===== config.mk =====
export PLATFORM = sky130hd
export DESIGN_NAME = vdp_cmd_seq_flat
export DESIGN_NICKNAME = d
export VERILOG_FILES = /design/src/rtl/vdp_cmd_seq_pkg.sv /design/src/rtl/vdp_cmd_seq_if.sv /design/src/rtl/vdp_cmd_seq_strobe.sv /design/src/rtl/vdp_cmd_seq.sv /design/src/flat_wrapper.sv
export SDC_FILE = /design/constraint.sdc
export NUM_CORES = 1
export LEC_CHECK = 0
export BUFFER_PORTS_ARGS = -buffer_cell sky130_fd_sc_hd__buf_2
export CAP_MARGIN = 25
export CORE_MARGIN = 4
export CORE_UTILIZATION = 54
export CTS_CLUSTER_DIAMETER = 120
export DETAILED_ROUTE_END_ITERATION = 8
export PLACE_DENSITY = 0.91
export SLEW_MARGIN = 30
export SYNTH_ARGS = -nofsm -noshare
export SYNTH_HDL_FRONTEND = slang
export SYNTH_SLANG_ARGS = --single-unit
export TNS_END_PERCENT = 20

===== constraint.sdc =====
create_clock -name clk -period 2.5 [get_ports clk]
set_input_delay 0.5 -clock clk [delete_from_list [all_inputs] [get_ports clk]]
set_output_delay 0.5 -clock clk [all_outputs]
set_load 0.02 [all_outputs]

===== src/rtl/vdp_cmd_seq_pkg.sv =====
// Shared encodings for the VDP command sequencer: opcodes, control-byte prefixes,
// FSM state codes and the byte-selection helper used when launching an access.
package vdp_pkg;

  localparam logic [1:0] OP_REG_WR = 2'd0;
  localparam logic [1:0] OP_FILL   = 2'd1;
  localparam logic [1:0] OP_READ   = 2'd2;
  localparam logic [1:0] OP_WRITE1 = 2'd3;

  localparam logic [7:0] CTRL_REG = 8'h80;
  localparam logic [7:0] CTRL_WR  = 8'h40;
  localparam logic [7:0] CTRL_RD  = 8'h00;

  localparam logic [2:0] ST_IDLE  = 3'd0;
  localparam logic [2:0] ST_CTRL0 = 3'd1;
  localparam logic [2:0] ST_CTRL1 = 3'd2;
  localparam logic [2:0] ST_DATA  = 3'd3;
  localparam logic [2:0] ST_READ  = 3'd4;

  // Byte placed on the VDP port for the access that state 'st' performs.
  function automatic logic [7:0] accessByte(input logic [2:0]  st,
                                            input logic [1:0]  op,
                                            input logic [2:0]  regIdx,
                                            input logic [13:0] addr,
                                            input logic [7:0]  data);
    logic [7:0] b;
    b = data;
    case (st)
      ST_CTRL0: b = (op == OP_REG_WR) ? data : addr[7:0];
      ST_CTRL1: begin
        if (op == OP_REG_WR)    b = CTRL_REG | {5'b0, regIdx};
        else if (op == OP_READ) b = CTRL_RD  | {2'b0, addr[13:8]};
        else                    b = CTRL_WR  | {2'b0, addr[13:8]};
      end
      default: b = data;
    endcase
    return b;
  endfunction

endpackage


===== src/rtl/vdp_cmd_seq_if.sv =====
// Command/response handshake plus the tms9918 host-port pins of the sequencer.
interface vdp_cmd_seq_if;

  logic        cmd_valid;
  logic        cmd_ready;
  logic [1:0]  cmd_op;
  logic [2:0]  cmd_reg;
  logic [13:0] cmd_addr;
  logic [13:0] cmd_len;
  logic [7:0]  cmd_data;
  logic        rsp_valid;
  logic [7:0]  rsp_data;
  logic        busy;
  logic        vdp_mode;
  logic [7:0]  vdp_addr;
  logic [7:0]  vdp_wdata;
  logic        vdp_wr;
  logic        vdp_rd;
  logic [7:0]  vdp_rdata;

  modport master (
    output cmd_valid, cmd_op, cmd_reg, cmd_addr, cmd_len, cmd_data, vdp_rdata,
    input  cmd_ready, rsp_valid, rsp_data, busy,
    input  vdp_mode, vdp_addr, vdp_wdata, vdp_wr, vdp_rd
  );

  modport slave (
    input  cmd_valid, cmd_op, cmd_reg, cmd_addr, cmd_len, cmd_data, vdp_rdata,
    output cmd_ready, rsp_valid, rsp_data, busy,
    output vdp_mode, vdp_addr, vdp_wdata, vdp_wr, vdp_rd
  );

endinterface


===== src/rtl/vdp_cmd_seq_strobe.sv =====
// Single byte-access engine: SETUP, then a write strobe or RD_CYCLES of read strobe,
// then ACCESS_GAP idle cycles. done_o marks the last gap cycle so a new start chains in.
module vdp_bus_strobe #(
  parameter int ACCESS_GAP = 2,
  parameter int RD_CYCLES  = 4
) (
  input  logic       clk,
  input  logic       reset,
  input  logic       start_i,
  input  logic       is_read_i,
  input  logic       mode_i,
  input  logic [7:0] byte_i,
  input  logic [7:0] vdp_rdata_i,
  output logic       done_o,
  output logic       rvalid_o,
  output logic [7:0] rdata_o,
  output logic       mode_o,
  output logic [7:0] wdata_o,
  output logic       wr_o,
  output logic       rd_o
);

  localparam int MAXC = (ACCESS_GAP > RD_CYCLES) ? ACCESS_GAP : RD_CYCLES;
  localparam int CW   = $clog2(MAXC + 1);
  localparam logic [CW-1:0] GAP_LAST = CW'(ACCESS_GAP - 1);
  localparam logic [CW-1:0] RD_LAST  = CW'(RD_CYCLES - 1);

  localparam logic [2:0] PH_IDLE   = 3'd0;
  localparam logic [2:0] PH_SETUP  = 3'd1;
  localparam logic [2:0] PH_STROBE = 3'd2;
  localparam logic [2:0] PH_RD     = 3'd3;
  localparam logic [2:0] PH_GAP    = 3'd4;

  logic [2:0]    phase_q, phase_d;
  logic [CW-1:0] cnt_q, cnt_d;
  logic          mode_q, mode_d;
  logic [7:0]    byte_q, byte_d;
  logic          isRead_q, isRead_d;
  logic [7:0]    rdata_q, rdata_d;
  logic          rvalid_q, rvalid_d;

  assign done_o   = (phase_q == PH_GAP) && (cnt_q == '0);
  assign rvalid_o = rvalid_q;
  assign rdata_o  = rdata_q;
  assign mode_o   = mode_q;
  assign wdata_o  = byte_q;
  assign wr_o     = (phase_q == PH_STROBE);
  assign rd_o     = (phase_q == PH_RD);

  // A start on the final gap cycle goes straight to SETUP, so accesses chain with no bubble.
  always_comb begin
    phase_d  = phase_q;
    cnt_d    = cnt_q;
    mode_d   = mode_q;
    byte_d   = byte_q;
    isRead_d = isRead_q;
    rdata_d  = rdata_q;
    rvalid_d = 1'b0;
    case (phase_q)
      PH_SETUP: begin
        if (isRead_q) begin
          phase_d = PH_RD;
          cnt_d   = RD_LAST;
        end else begin
          phase_d = PH_STROBE;
        end
      end
      PH_STROBE: begin
        phase_d = PH_GAP;
        cnt_d   = GAP_LAST;
      end
      PH_RD: begin
        if (cnt_q == '0) begin
          phase_d  = PH_GAP;
          cnt_d    = GAP_LAST;
          rdata_d  = vdp_rdata_i;
          rvalid_d = 1'b1;
        end else begin
          cnt_d = cnt_q - CW'(1);
        end
      end
      PH_GAP: begin
        if (cnt_q == '0) phase_d = PH_IDLE;
        else             cnt_d   = cnt_q - CW'(1);
      end
      default: phase_d = PH_IDLE;
    endcase
    if (start_i) begin
      phase_d  = PH_SETUP;
      mode_d   = mode_i;
      byte_d   = byte_i;
      isRead_d = is_read_i;
    end
  end

  always_ff @(posedge clk) begin
    if (reset) begin
      phase_q  <= PH_IDLE;
      cnt_q    <= '0;
      mode_q   <= 1'b0;
      byte_q   <= 8'h00;
      isRead_q <= 1'b0;
      rdata_q  <= 8'h00;
      rvalid_q <= 1'b0;
    end else begin
      phase_q  <= phase_d;
      cnt_q    <= cnt_d;
      mode_q   <= mode_d;
      byte_q   <= byte_d;
      isRead_q <= isRead_d;
      rdata_q  <= rdata_d;
      rvalid_q <= rvalid_d;
    end
  end

endmodule


===== src/rtl/vdp_cmd_seq.sv =====
// Command sequencer for the tms9918 host port: expands register/fill/read/write commands
// into control and data byte accesses executed by vdp_bus_strobe.
module vdp_cmd_seq
  import vdp_pkg::*;
#(
  parameter int ACCESS_GAP = 2,
  parameter int RD_CYCLES  = 4
) (
  input logic          clk,
  input logic          reset,
  vdp_cmd_seq_if.slave bus
);

  logic [2:0]  state_q, state_d;
  logic [1:0]  op_q, op_d;
  logic [2:0]  regIdx_q, regIdx_d;
  logic [13:0] addr_q, addr_d;
  logic [7:0]  data_q, data_d;
  logic [13:0] remCount_q, remCount_d;
  logic        accept;
  logic        start;
  logic        isRead;
  logic        accMode;
  logic [7:0]  accByte;
  logic        accDone;
  logic        strobeWr;

  // cmd_ready is held low for the whole time reset is asserted, not just after its first edge.
  assign bus.cmd_ready = (state_q == ST_IDLE) && !reset;
  assign bus.busy      = (state_q != ST_IDLE);
  assign bus.vdp_addr  = 8'h00;
  assign bus.vdp_wr    = strobeWr;
  assign accept        = bus.cmd_valid && bus.cmd_ready;

  always_comb begin
    state_d    = state_q;
    op_d       = op_q;
    regIdx_d   = regIdx_q;
    addr_d     = addr_q;
    data_d     = data_q;
    remCount_d = remCount_q;
    case (state_q)
      ST_IDLE: begin
        if (accept) begin
          state_d    = ST_CTRL0;
          op_d       = bus.cmd_op;
          regIdx_d   = bus.cmd_reg;
          addr_d     = bus.cmd_addr;
          data_d     = bus.cmd_data;
          remCount_d = (bus.cmd_op == OP_WRITE1) ? 14'd1 : bus.cmd_len;
        end
      end
      ST_CTRL0: if (accDone) state_d = ST_CTRL1;
      ST_CTRL1: begin
        if (accDone) begin
          if (op_q == OP_REG_WR)     state_d = ST_IDLE;
          else if (op_q == OP_READ)  state_d = ST_READ;
          else if (remCount_q == '0) state_d = ST_IDLE;
          else                       state_d = ST_DATA;
        end
      end
      ST_DATA: begin
        if (strobeWr) remCount_d = remCount_q - 14'd1;
        if (accDone)  state_d    = (remCount_q == '0) ? ST_IDLE : ST_DATA;
      end
      ST_READ: if (accDone) state_d = ST_IDLE;
      default: state_d = ST_IDLE;
    endcase
    start   = (state_d != ST_IDLE) && (accept || accDone);
    isRead  = (state_d == ST_READ);
    accMode = (state_d == ST_CTRL0) || (state_d == ST_CTRL1);
    accByte = accessByte(state_d, op_d, regIdx_d, addr_d, data_d);
  end

  always_ff @(posedge clk) begin
    if (reset) begin
      state_q    <= ST_IDLE;
      op_q       <= OP_REG_WR;
      regIdx_q   <= 3'd0;
      addr_q     <= 14'd0;
      data_q     <= 8'h00;
      remCount_q <= 14'd0;
    end else begin
      state_q    <= state_d;
      op_q       <= op_d;
      regIdx_q   <= regIdx_d;
      addr_q     <= addr_d;
      data_q     <= data_d;
      remCount_q <= remCount_d;
    end
  end

  vdp_bus_strobe #(
    .ACCESS_GAP(ACCESS_GAP),
    .RD_CYCLES (RD_CYCLES)
  ) u_strobe (
    .clk        (clk),
    .reset      (reset),
    .start_i    (start),
    .is_read_i  (isRead),
    .mode_i     (accMode),
    .byte_i     (accByte),
    .vdp_rdata_i(bus.vdp_rdata),
    .done_o     (accDone),
    .rvalid_o   (bus.rsp_valid),
    .rdata_o    (bus.rsp_data),
    .mode_o     (bus.vdp_mode),
    .wdata_o    (bus.vdp_wdata),
    .wr_o       (strobeWr),
    .rd_o       (bus.vdp_rd)
  );

endmodule


===== src/flat_wrapper.sv =====
// flat-port wrapper written by rule: the top's interface ports become plain ports
module vdp_cmd_seq_flat import vdp_pkg::*;
#(
  parameter int ACCESS_GAP = 2,
  parameter int RD_CYCLES  = 4
)
  (clk, reset, bus_cmd_valid, bus_cmd_op, bus_cmd_reg, bus_cmd_addr, bus_cmd_len, bus_cmd_data, bus_vdp_rdata, bus_cmd_ready, bus_rsp_valid, bus_rsp_data, bus_busy, bus_vdp_mode, bus_vdp_addr, bus_vdp_wdata, bus_vdp_wr, bus_vdp_rd);
  vdp_cmd_seq_if bus_i ();
  input logic clk;
  input logic reset;
  input wire logic [$bits(bus_i.cmd_valid)-1:0] bus_cmd_valid;
  input wire logic [$bits(bus_i.cmd_op)-1:0] bus_cmd_op;
  input wire logic [$bits(bus_i.cmd_reg)-1:0] bus_cmd_reg;
  input wire logic [$bits(bus_i.cmd_addr)-1:0] bus_cmd_addr;
  input wire logic [$bits(bus_i.cmd_len)-1:0] bus_cmd_len;
  input wire logic [$bits(bus_i.cmd_data)-1:0] bus_cmd_data;
  input wire logic [$bits(bus_i.vdp_rdata)-1:0] bus_vdp_rdata;
  output wire logic [$bits(bus_i.cmd_ready)-1:0] bus_cmd_ready;
  output wire logic [$bits(bus_i.rsp_valid)-1:0] bus_rsp_valid;
  output wire logic [$bits(bus_i.rsp_data)-1:0] bus_rsp_data;
  output wire logic [$bits(bus_i.busy)-1:0] bus_busy;
  output wire logic [$bits(bus_i.vdp_mode)-1:0] bus_vdp_mode;
  output wire logic [$bits(bus_i.vdp_addr)-1:0] bus_vdp_addr;
  output wire logic [$bits(bus_i.vdp_wdata)-1:0] bus_vdp_wdata;
  output wire logic [$bits(bus_i.vdp_wr)-1:0] bus_vdp_wr;
  output wire logic [$bits(bus_i.vdp_rd)-1:0] bus_vdp_rd;
  assign bus_i.cmd_valid = bus_cmd_valid;
  assign bus_i.cmd_op = bus_cmd_op;
  assign bus_i.cmd_reg = bus_cmd_reg;
  assign bus_i.cmd_addr = bus_cmd_addr;
  assign bus_i.cmd_len = bus_cmd_len;
  assign bus_i.cmd_data = bus_cmd_data;
  assign bus_i.vdp_rdata = bus_vdp_rdata;
  assign bus_cmd_ready = bus_i.cmd_ready;
  assign bus_rsp_valid = bus_i.rsp_valid;
  assign bus_rsp_data = bus_i.rsp_data;
  assign bus_busy = bus_i.busy;
  assign bus_vdp_mode = bus_i.vdp_mode;
  assign bus_vdp_addr = bus_i.vdp_addr;
  assign bus_vdp_wdata = bus_i.vdp_wdata;
  assign bus_vdp_wr = bus_i.vdp_wr;
  assign bus_vdp_rd = bus_i.vdp_rd;
  vdp_cmd_seq #(.ACCESS_GAP(ACCESS_GAP), .RD_CYCLES(RD_CYCLES)) u_core (.clk(clk), .reset(reset), .bus(bus_i));
endmodule

==> Word level (Yosys, flattened, before mapping) <==
Index checks and enable logic that the tools add are counted.
{ "word_totals": {"inputBits": 52, "rom_bits": 0, "regBits": 69, "output_inout_bits": 30, "ramBits": 0, "elab_cells": 97, "latch_bits": 0, "n_memories": 0} }
{ "op_classes": {"order_cmp": 0, "n_eq_ne": 22, "n_mul": 0, "n_shift": 0, "div_mod_pow": 0, "n_reduce_logical": 23, "n_bitwise": 1, "add_sub_neg": 2, "muxes": 35} }
{ "op_table": {"columns": ["op", "n"], "rows": [
  ["14-bit two-way mux", 5],
  ["3-bit two-way mux", 14],
  ["8-bit two-way mux", 4],
  ["14-bit case mux with 2 select lines", 1],
  ["3-bit case mux with 4 select lines", 2],
  ["8-bit case mux with 2 select lines", 1],
  ["3-bit by 2-bit == test with 1-bit output (second input constant)", 5],
  ["3-bit case mux with 5 select lines", 1],
  ["14-bit logical NOT", 1],
  ["14-bit by 1-bit subtractor with 14-bit output (second input constant)", 1],
  ["3-bit by 1-bit == test with 1-bit output (second input constant)", 3],
  ["3-bit == test (second input constant)", 3],
  ["7-bit two-way mux", 1],
  ["2-bit == test (second input constant)", 3],
  ["3-bit logical NOT", 2],
  ["2-bit two-way mux", 3],
  ["2-bit by 1-bit inequality test with 1-bit output (second input constant)", 3],
  ["2-bit inequality test (second input constant)", 3],
  ["3-bit by 1-bit inequality test with 1-bit output (second input constant)", 2],
  ["2-bit AND reduction", 3],
  ["3-bit AND reduction", 2],
  ["3-bit nonzero test", 2],
  ["1-bit logical AND", 4],
  ["2-bit logical NOT", 2],
  ["other kinds (8)", 12]
]} }

==> Depth between registers and ports, before layout <==
Gate-level depths: netlist (run 1).
{ "logic_depth": {"word_depth": 10, "ltp_mapped": 10, "mapped_depth_nobuf": 7} }

==> Hierarchy <==
Synthesis (run 1) repeated with hierarchy kept, for this count alone.
{ "unflattened": {"hier_cells": 430, "area_unflattened_um2": 3613.5} }
{ "by_module_without_submodules": {"columns": ["module", "cells_per_inst", "area_per_inst_um2", "n_inst"], "rows": [
  ["vdp_cmd_seq", 320, 2544.9, 1],
  ["vdp_bus_strobe", 110, 1068.5, 1]
]} }

==> Least setup slack after synthesis (run 1) <==
Ideal clock, no wire load.
{ "synth_timing": {"path_type": "reg-to-reg", "start": "register u_core.u_strobe.cnt_q[0]", "end": "register u_core.u_strobe.byte_q[6] (netlist: u_core.u_strobe.wdata_o[6])", "t_arrival_ps": 1981, "path_stages_with_launch": 10, "required_time_ps": 2409, "slack_ps": 428, "period_less_slack_ps": 2072, "path_buffers": 2, "path_cell_list": "dfxtp_1 inv_1 ha_1 nand2b_1 buf_1 nor4b_2 a21oi_1 clkbuf_1 o211ai_1 a311oi_1"} }
{ "synth_between": {"elab_chain_cells": 6} }
{ "synth_rtl": {"columns": ["item", "line", "source"], "rows": [
  ["from (decl)", "vdp_cmd_seq_strobe.sv:35", "logic [CW-1:0] cnt_q, cnt_d;"],
  ["from (signal assigned)", "vdp_cmd_seq_strobe.sv:107", "cnt_q <= cnt_d;"],
  ["3-bit logical NOT *", "vdp_cmd_seq_strobe.sv:42", "assign done_o = (phase_q == PH_GAP) && (cnt_q == '0);"],
  ["1-bit logical AND *", "vdp_cmd_seq_strobe.sv:42", null],
  ["3-bit two-way mux (on tied branches)", null, null],
  ["3-bit case mux with 5 select lines", "vdp_cmd_seq.sv:42", "case (state_q)"],
  ["3-bit by 2-bit == test with 1-bit output (tied with other cells)", "vdp_cmd_seq_pkg.sv:28", "case (st)"],
  ["8-bit case mux with 2 select lines or 1-bit logical AND (tied branches)", "vdp_cmd_seq_pkg.sv:28, vdp_cmd_seq.sv:69", null],
  ["to (signal assigned)", "vdp_cmd_seq_strobe.sv:109", "byte_q <= byte_d;"],
  ["to (decl)", "vdp_cmd_seq_strobe.sv:37", "logic [7:0] byte_q, byte_d;"]
]} }
Every way passes the cells marked *; elsewhere a longest branch is shown, timed or not.
A chain may end at the register's enable or synchronous reset.

==> Worst setup path after layout (run 1) <==
{ "layout_timing": {"start": "register u_core.remCount_q[0]", "end": "register u_core.u_strobe.mode_q (netlist: u_core.u_strobe.mode_o)"} }
{ "layout_between": {"elab_chain_cells": 8} }
{ "layout_rtl": {"columns": ["item", "line", "source"], "rows": [
  ["from (decl)", "vdp_cmd_seq.sv:19", "logic [13:0] remCount_q, remCount_d;"],
  ["from (signal assigned)", "vdp_cmd_seq.sv:89", "remCount_q <= remCount_d;"],
  ["14-bit logical NOT *", "vdp_cmd_seq.sv:58, vdp_cmd_seq.sv:64", null],
  ["2-bit two-way mux *", "vdp_cmd_seq.sv:58, vdp_cmd_seq.sv:64", null],
  ["3-bit two-way mux", "vdp_cmd_seq.sv:57", "else if (op_q == OP_READ) state_d = ST_READ;"],
  ["3-bit two-way mux", "vdp_cmd_seq.sv:56", "if (op_q == OP_REG_WR) state_d = ST_IDLE;"],
  ["3-bit two-way mux", "vdp_cmd_seq.sv:55", "if (accDone) begin"],
  ["3-bit case mux with 5 select lines *", "vdp_cmd_seq.sv:42", null],
  ["3-bit by 1-bit == test with 1-bit output (tied with other cells)", "vdp_cmd_seq.sv:71", "accMode = (state_d == ST_CTRL0) || (state_d == ST_CTRL1);"],
  ["1-bit logical OR or 1-bit logical AND (tied branches)", "vdp_cmd_seq.sv:71, vdp_cmd_seq.sv:69", null],
  ["to (signal assigned)", "vdp_cmd_seq_strobe.sv:108", "mode_q <= mode_d;"],
  ["to (decl)", "vdp_cmd_seq_strobe.sv:36", "logic mode_q, mode_d;"]
]} }
Marks and branches as above.

==> out/results.tsv, run 1 <==
metric	value	unit
1st-iter DRT viols	261	
Req. time, crit path	2.76	ns
Multi-input gate area	2116	um2
Yosys warnings	0	
status	completed	
layout cells sized above 1	24.67	%
peak supply drop	0.3937	mV
cts repair resizes	0	
commonest non-fill, non-tap cell in the layout	buf_2	
Clock Path Buffers	2	
Worst Max-Slew Pin Slew	0.8665	ns
Seq/Total Area, Yosys	35.60	%
Setup TNS Final	0	ns
detailed placement HPWL	6.984	mm
first-pass GRT wire length	16.70	mm
clock root cell	clkbuf_8	
row count	29	
post-synthesis xor/xnor area fraction	0.2360	%
combinational family with the most area after synthesis	compound AO/OA/AOI/OAI gates	
crit path cell chain	inv_1 -> ha_1 -> nor3b_2 -> nand4_1 -> buf_4 -> a22oi_1 -> a21oi_1 -> a211oi_1	
Slew Limit Fails	0	
cts bufs inserted	9	
Crit Path Class	flop to flop	
clk sink count	66	
setup violators final	0	
Layout area overhead	14.90	%
Hold Path Class	input pin to flop	
H-tree levels	3	
average cell area after synthesis	8.265	um2
total number of vias	3723	
ANT cells	0	
final worst path period share	94.21	%
distinct cell type count after synthesis	68	
TritonCTS clock tree	built	
Synth Area in Compound Gates	27.01	%
hold_buf cts	0	
Filler Cell Count	566	
post-synthesis simple-gate area fraction	21.54	%
worst skew pair latency	0.35	ns
Final min period	2.355	ns
top cells by area, synth	dfxtp_1 36%, a21oi_1 5.7%, mux2i_1 4.6%, nand2_1 4.2%, o21ai_0 3.6%	
largest net degree at the start of global routing	54	
drc violations	0	
number of vias per cell	6.205	
largest delay contributor family on the critical path	compound AO/OA/AOI/OAI gates	
crit-path max FO	6	
crit start category	flop	
WL/cell	16.33	um
initial antenna violation count	0	
Die ar.	8263	um2
most used flip-flop cell after synthesis	dfxtp_1	
cell area after synthesis	3711	um2
Synth Area in Adders	1.011	%
Buffers on Ports	73	
clock-pin slew on the worst setup and hold paths	0.08	ns
RSZ-0062 raised after global routing	false	
post-CTS setup buffer count	0	
Critical-path top delay cell	nor3b_2	
Worst Skew	0.009835	ns
Fmax	0.4246	GHz
Buf/Inv on CP	2	
FF+latch count, synth	66	
Die Y	90.90	um
crit-path max cell delay	0.40	ns
Total Routing Usage GR	24.24	%
post-synthesis mux area share	6.406	%
first-pass iteration count of the detailed router	5	
Synth top area share	35.60	%
Routed Antenna Nets	0	
Final Hold Fails	0	
GR Overflow Total	0	
cell leakage power	0.001761	uW
GPL Wtd Cong	0.9670	
most frequent cells in the layout	73 x buf_2, 66 x dfxtp_1, 42 x nand2_1, 42 x a21oi_1, 33 x nor2_1	
Post-Syn Instances	449	
I/O pins	82	
endpoint class of the critical path	flop	
placed cell area	4079	um2
Initial Util	57.14	%
Max-slew headroom	42.02	%
design area	4264	um2
die width	90.90	um
vias in the first global route	3711	
Core Util, Final	65.65	%
CORE AREA	6495	um2
asr flop ratio synth	0	%
FF/Latch Area	1321	um2
crit path DAT	2.62	ns
Max Cap Violations	0	
EDFF count, synth	0	
cell taking the most area after synthesis	dfxtp_1	
hold_ws	0.3785	ns
pwr/cell area	572.2	nW/um2
post-layout net count	573	
Detailed Route WL	9.799	mm
==> stage by stage <==
stage / total power [uW] / worst slack [ns] / instances
finish: 2440 / 0.1446 / 600
global route: 2532 / 0.01006 / 600
CTS: 2439 / 0.2019 / 600
detailed placement: 1580 / 0.2018 / 584
global placement: 1564 / 0.2767 / 584
floorplan: 1454 / 0.4282 / 456
==> cells in the mapped netlist (all sizes together), types with 3 or more instances <==
master,count
a211oi,5
a21o,7
a21oi,42
a22o,4
a22oi,6
a311oi,3
a31oi,7
a41oi,7
and2,8
buf,26
clkbuf,13
dfxtp,66
ha,3
inv,14
mux2,6
mux2i,17
nand2,43
nand3,14
nand4,8
nor2,33
nor2b,3
nor3,10
nor3b,5
nor4,4
o2111ai,3
o211ai,13
o21ai,28
o31ai,9
or3,9
==> worst paths after layout <==
kind	start	cells past startpoint	slack, ns	to
setup / recovery	u_core.remCount_q[0]$_SDFFE_PP0P_	8	0.14	u_core.u_strobe.mode_o$_SDFFE_PP0P_
hold / removal	bus_cmd_addr[10]	3	0.38	u_core.addr_q[10]$_SDFF_PP0_
setup reg to reg	u_core.remCount_q[0]$_SDFFE_PP0P_	8	0.14	u_core.u_strobe.mode_o$_SDFFE_PP0P_
hold reg to reg	u_core.regIdx_q[0]$_SDFF_PP0_	2	0.45	u_core.regIdx_q[0]$_SDFF_PP0_
==> metal layers <==
layer	GRT usage [%]	routed length (um)	up-vias
met5	0	0	-
met4	10.18	202	0
met3	6.500	840	30
met2	41.75	4702	193
met1	28.46	4053	1728
li1	-	-	1772
==> logic make-up after synthesis <==
| group | Yosys count |
|---|---|
| and+or+nand+nor | 154 |
| AOI/OAI and AO/OA | 148 |
| DFF | 66 |
| buffers and inverters | 53 |
| muxes | 23 |
| adders and majority gates | 3 |
| other | 1 |
| xor gates and xnor gates | 1 |
==> power by group <==
part | switching [uW] | leakage [uW] | total (uW) | internal [uW]
Sequential | 32.5 | 0.000538 | 1130 | 1100
Combinational | 263 | 0.00113 | 436 | 173
Clock | 420 | 0.0000958 | 874 | 453
Total | 716 | 0.00176 | 2440 | 1720
==> sequential cells by signal, indices dropped and copies added (netlist names), 2 cells and up <==
signal,count
u_core.remCount_q,14
u_core.addr_q,11
u_core.data_q,8
u_core.u_strobe.rdata_o,8
u_core.u_strobe.wdata_o,8
u_core.regIdx_q,3
u_core.state_q,3
u_core.u_strobe.cnt_q,3
u_core.u_strobe.phase_q,3
u_core.op_q,2
==> worst min-delay path, delay by kind of cell <==
family | cells | cell delay [ns]
AND/OR/NAND/NOR | 1 | 0.04
AO/OA/AOI/OAI | 1 | 0.05
buffers and inverters | 1 | 0.10
==> cell type report <==
| class | instances | area share (%) |
|---|---|---|
| timing repair buffer | 90 | 11.56 |
| tap | 77 | 2.259 |
| clock buffer | 10 | 2.993 |
| sequential | 66 | 30.99 |
| clock inverter | 6 | 1.350 |
| inverter | 14 | 1.232 |
| multi-input combinational | 337 | 49.62 |
Power figures use the tool's default switching activity.
==> inputs of run 2 (changes only) <==
CORE_MARGIN = 2   (was 4)
GPL_TIMING_DRIVEN = 0   (was default)
==> out/results.tsv, run 2 (same netlist as run 1, synthesis figures left out) <==
metric	value	unit
Req. time, crit path	2.77	ns
Final Hold Fails	0	
Total Routing Usage GR	28.13	%
Layout area overhead	19.49	%
H-tree levels	3	
clk sink count	66	
RR Endpoint	u_core.u_strobe.wdata_o[3]$_SDFFE_PP0P_	
largest delay contributor family on the critical path	simple AND/OR/NAND/NOR gates	
Worst Max-Slew Pin Slew	0.8721	ns
crit path cell chain	nor3_1 -> nand4_1 -> and2_4 -> or3_2 -> a41oi_1	
pwr/cell area	573.4	nW/um2
Initial Util	55.23	%
status	completed	
Core Util, Final	66.00	%
first-pass GRT wire length	16.75	mm
total number of vias	3922	
largest registers	u_core.remCount_q: 14 flops, u_core.addr_q: 11 flops	
Hold Path Class	input pin to flop	
final worst path period share	96.84	%
Fmax	0.4130	GHz
clock-pin slew on the worst setup and hold paths	0.08	ns
Die ar.	7552	um2
Routed Antenna Nets	0	
crit-path max cell delay	0.53	ns
worst reg2reg path depth	5	
Buffers on Ports	73	
crit-path max FO	6	
initial antenna violation count	0	
TritonCTS clock tree	built	
Die Y	86.90	um
worst skew pair latency	0.36	ns
1st-iter DRT viols	427	
WL/cell	16.91	um
row count	30	
first-pass iteration count of the detailed router	5	
ANT cells	0	
Detailed Route WL	10.59	mm
largest net degree at the start of global routing	13	
FF-to-FF setup slack	0.08	ns
number of vias per cell	6.265	
Power, Total	2543	uW
GPL Wtd Cong	0.9283	
Clock Path Buffers	2	
crit path DAT	2.69	ns
cts bufs inserted	9	
Layout Cells excl Fill	626	
CORE AREA	6719	um2
crit start category	flop	
cell leakage power	0.001845	uW
Buf/Inv on CP	0	
die width	86.90	um
endpoint class of the critical path	flop	
Worst Skew	0.01064	ns
Filler Cell Count	554	
vias in the first global route	3620	
FF/Latch Area	1321	um2
FF-to-FF Start	u_core.remCount_q[4]$_SDFFE_PP0P_	
post-layout net count	596	
clock root cell	clkbuf_8	
detailed placement HPWL	7.452	mm
layout cells sized above 1	26.19	%
setup violators final	0	
max reg flops	14	
Slew Limit Fails	0	
Critical-path top delay cell	nor3_1	
Placed Cells	609	
Final min period	2.421	ns
GR Overflow Total	0	
drc violations	0	
hold_ws	0.3698	ns
Max-slew headroom	41.65	%
I/O pins	82	
commonest non-fill, non-tap cell in the layout	buf_2	
Crit Path Class	flop to flop	
Top reg by flops	u_core.remCount_q	
Multi-input gate area	2131	um2
Worst Hold Endpoint	u_core.regIdx_q[0]$_SDFF_PP0_	
most frequent cells in the layout	80 x buf_2, 66 x dfxtp_1, 41 x nand2_1, 41 x a21oi_1, 33 x nor2_1	
peak supply drop	0.4248	mV
WHS Path Cells	3	
Max Cap Violations	0	
Hold Startpoint	bus_cmd_reg[0]	
run 2: cell types whose count changed in the layout (fill, tap and decap cells not counted), moves of 2 or more:
cell	before	now
clkinv_2	4	2
buf_6	0	8
clkbuf_1	1	12
buf_2	73	80
buf_4	17	11
run 2: layer usage:
layer / routed length, um / track usage (%)
met5: 0 / 0
met4: 384 / 15.77
met3: 852 / 5.592
met2: 4930 / 44.07
met1: 4418 / 36.19
run 2: where the power goes:
part / switching (uW) / internal (uW) / leakage [uW] / total [uW]
clock: 454 / 489 / 0.000103 / 943
sequential: 32.0 / 1100 / 0.000538 / 1130
combinational: 281 / 190 / 0.00120 / 471
total: 767 / 1780 / 0.00185 / 2540
run 2: stage by stage:
stage / instance area [um2] / worst slack (ns) / TNS (ns)
floorplan: 3737 / 0.4282 / 0
global placement: 4203 / -0.02536 / -0.09663
detailed placement: 4203 / -0.07919 / -0.3857
CTS: 4407 / 0.003987 / 0
global route: 4434 / -0.002472 / -0.002472
finish: 4434 / 0.07898 / 0
run 2: worst min-delay path: cells and delay by family:
family	cells	cell delay [ns]
and+or+nand+nor	1	0.04
AOI/OAI and AO/OA	1	0.05
buffers and inverters	1	0.09
run 2: worst max path at each step:
stage / startpoint / to / slack [ns] / cells past startpoint
after floorplan: u_core.u_strobe.cnt_q[0]$_SDFFE_PP0P_ / u_core.u_strobe.wdata_o[6]$_SDFFE_PP0P_ / 0.43 / 9
after global placement: u_core.u_strobe.cnt_q[0]$_SDFFE_PP0P_ / u_core.u_strobe.wdata_o[0]$_SDFFE_PP0P_ / -0.03 / 9
after detailed placement: u_core.u_strobe.cnt_q[0]$_SDFFE_PP0P_ / u_core.u_strobe.wdata_o[0]$_SDFFE_PP0P_ / -0.08 / 9
after CTS: u_core.remCount_q[0]$_SDFFE_PP0P_ / u_core.u_strobe.wdata_o[3]$_SDFFE_PP0P_ / 0.004 / 7
after global routing: u_core.remCount_q[0]$_SDFFE_PP0P_ / u_core.u_strobe.wdata_o[3]$_SDFFE_PP0P_ / -0.002 / 7
final: u_core.remCount_q[4]$_SDFFE_PP0P_ / u_core.u_strobe.wdata_o[3]$_SDFFE_PP0P_ / 0.08 / 5
run 2: layout make-up:
type                       instances  share of cell area (%)
clock buffer                      10                   3.104
inverter                          14                   1.185
timing repair buffer              75                   8.578
buffer                            38                   5.559
multi-input combinational        337                   48.05
clock inverter                     6                   1.467
tap                               80                   2.257
sequential                        66                   29.80
run 2: timing repair:
action	4_1_cts	5_1_grt
pin swaps	0	1
setup endpoints to repair	8	9
gates resized for setup	1	6
buffers inserted	0	2
hold buffers	0	0
==> inputs of run 3 (changes only) <==
CORE_MARGIN = 5   (was 2)
SETUP_SLACK_MARGIN = 0.1   (was default)
==> out/results.tsv, run 3 (same netlist as run 1, synthesis figures left out) <==
metric	value	unit
Final WS setup	0.1371	ns
status	completed	
Total Routing Usage GR	25.74	%
clock root cell	clkbuf_8	
power share of the combinational group	19.3	%
largest delay contributor family on the critical path	buffers and inverters	
cell leakage power	0.001854	uW
Slew Limit Fails	0	
Final Hold Fails	0	
Worst Max-Slew Pin Slew	0.7877	ns
largest registers	u_core.remCount_q: 14 flops, u_core.addr_q: 11 flops	
Routed Antenna Nets	0	
Final min period	2.363	ns
vias in the first global route	3898	
post-layout net count	598	
Buf/Inv on CP	5	
Fmax	0.4232	GHz
layout cells sized above 1	26.51	%
max reg flops	14	
worst skew pair latency	0.36	ns
FF/Latch Area	1321	um2
commonest non-fill, non-tap cell in the layout	buf_2	
crit start category	flop	
Hold Path Class	input pin to flop	
H-tree levels	3	
Internal	1743	uW
Buffers on Ports	73	
TritonCTS clock tree	built	
Most common cell on crit path	buf_6	
Filler Cell Count	570	
Sequential Power Share	45.7	%
fraction of power spent switching nets	29.58	%
Multi-input gate area	2156	um2
Worst Skew	0.01158	ns
FF-to-FF Start	u_core.state_q[1]$_SDFF_PP0_	
Die Y	92.90	um
die width	92.90	um
peak supply drop	0.4562	mV
I/O pins	82	
Hold Startpoint	bus_cmd_addr[9]	
Clock power frac	35.0	%
first-pass iteration count of the detailed router	5	
crit path DAT	1.86	ns
Detailed Route WL	10.70	mm
number of vias per cell	6.262	
clk sink count	66	
Layout Cells excl Fill	627	
Req. time, crit path	2.00	ns
Critical-path top delay cell	or4_1	
worst setup path start	u_core.state_q[1]$_SDFF_PP0_	
Top reg by flops	u_core.remCount_q	
Layout area overhead	20.09	%
Max-slew headroom	47.30	%
GR Overflow Total	0	
row count	30	
pwr/cell area	555.3	nW/um2
Clock Path Buffers	2	
Max Cap Violations	0	
NetSw	732.2	uW
first-pass GRT wire length	17.97	mm
crit-path max cell delay	0.52	ns
pre-CTS worst setup slack	-0.2072	ns
1st-iter DRT viols	377	
setup violators final	0	
cts bufs inserted	9	
total number of vias	3926	
CORE AREA	6756	um2
clock-pin slew on the worst setup and hold paths	0.07	ns
largest net degree at the start of global routing	12	
Crit Path Class	flop to primary output	
crit-path max FO	10	
design area	4457	um2
endpoint class of the critical path	primary output	
ANT cells	0	
drc violations	0	
most frequent cells in the layout	78 x buf_2, 66 x dfxtp_1, 41 x nand2_1, 41 x a21oi_1, 33 x nor2_1	
RSZ-0062 raised after global routing	true	
Die ar.	8630	um2
WL/cell	17.06	um
placed cell area	4203	um2
detailed placement HPWL	7.818	mm
crit path cell chain	buf_6 -> or4_1 -> buf_2 -> inv_2 -> buf_6 -> buf_4	
initial antenna violation count	0	
final worst path period share	94.52	%
GPL Wtd Cong	0.9446	
Placed Cells	609	
Initial Util	54.93	%
==> run 3: changes by cell type in the layout (fill, tap and decap cells not counted), sizes merged <==
cell	before	now
inv	15	14
clkinvlp	1	0
buf	100	101
clkinv	3	5
==> run 3: layout make-up <==
cell class | count | area share, %
buffer | 39 | 5.699
inverter | 14 | 1.179
clock buffer | 9 | 2.779
sequential | 66 | 29.65
multi-input combinational | 337 | 48.37
clock inverter | 6 | 1.319
tap | 80 | 2.246
timing repair buffer | 76 | 8.759
==> run 3: power by group through the flow <==
stage	sequential [uW]	combinational [uW]	clock [uW]
final	1130	479	865
after global routing	1140	519	915
after CTS	1130	455	873
after detailed placement	1150	445	0
after global placement	1150	429	0
after floorplan	1160	295	0
==> run 3: tightest hold or removal path, stage by stage <==
cell,delay (ns)
buf_2,0.10
nand2_1,0.04
a21oi_1,0.05
==> run 3: layer usage <==
| layer | track usage [%] | vias up | part of all wire, % |
|---|---|---|---|
| met5 | 0 | - | 0 |
| met4 | 10.87 | 0 | 2.6 |
| met3 | 6.661 | 34 | 8.9 |
| met2 | 44.27 | 210 | 48 |
| met1 | 30.15 | 1853 | 40 |
| li1 | - | 1829 | - |
==> run 3: metrics by stage <==
| stage | setup TNS [ns] | total power (uW) | util, % | hold WS [ns] |
|---|---|---|---|---|
| floorplan | 0 | 1454 | - | 0.4329 |
| detailed placement | -1.336 | 1598 | 62.20 | 0.4512 |
| finish | 0 | 2475 | 65.96 | 0.3765 |
| global route | 0 | 2571 | 65.96 | 0.3727 |
| CTS | 0 | 2458 | 65.19 | 0.3664 |
| global placement | -0.2815 | 1579 | 62.20 | 0.4436 |
==> run 3: worst paths after layout <==
kind | cells after the start | slack (ns) | endpoint
max | 6 | 0.14 | bus_cmd_ready
min | 3 | 0.38 | u_core.addr_q[9]$_SDFF_PP0_
max reg2reg | 9 | 0.16 | u_core.u_strobe.wdata_o[5]$_SDFFE_PP0P_
min reg2reg | 2 | 0.46 | u_core.addr_q[0]$_SDFF_PP0_
==> run 3: repair_timing <==
item	4_1_cts	5_1_grt
endpoints found under the setup margin	9	12
setup buffers	1	2
gates resized for setup	4	9
hold buffers	0	0
pin swaps	1	0
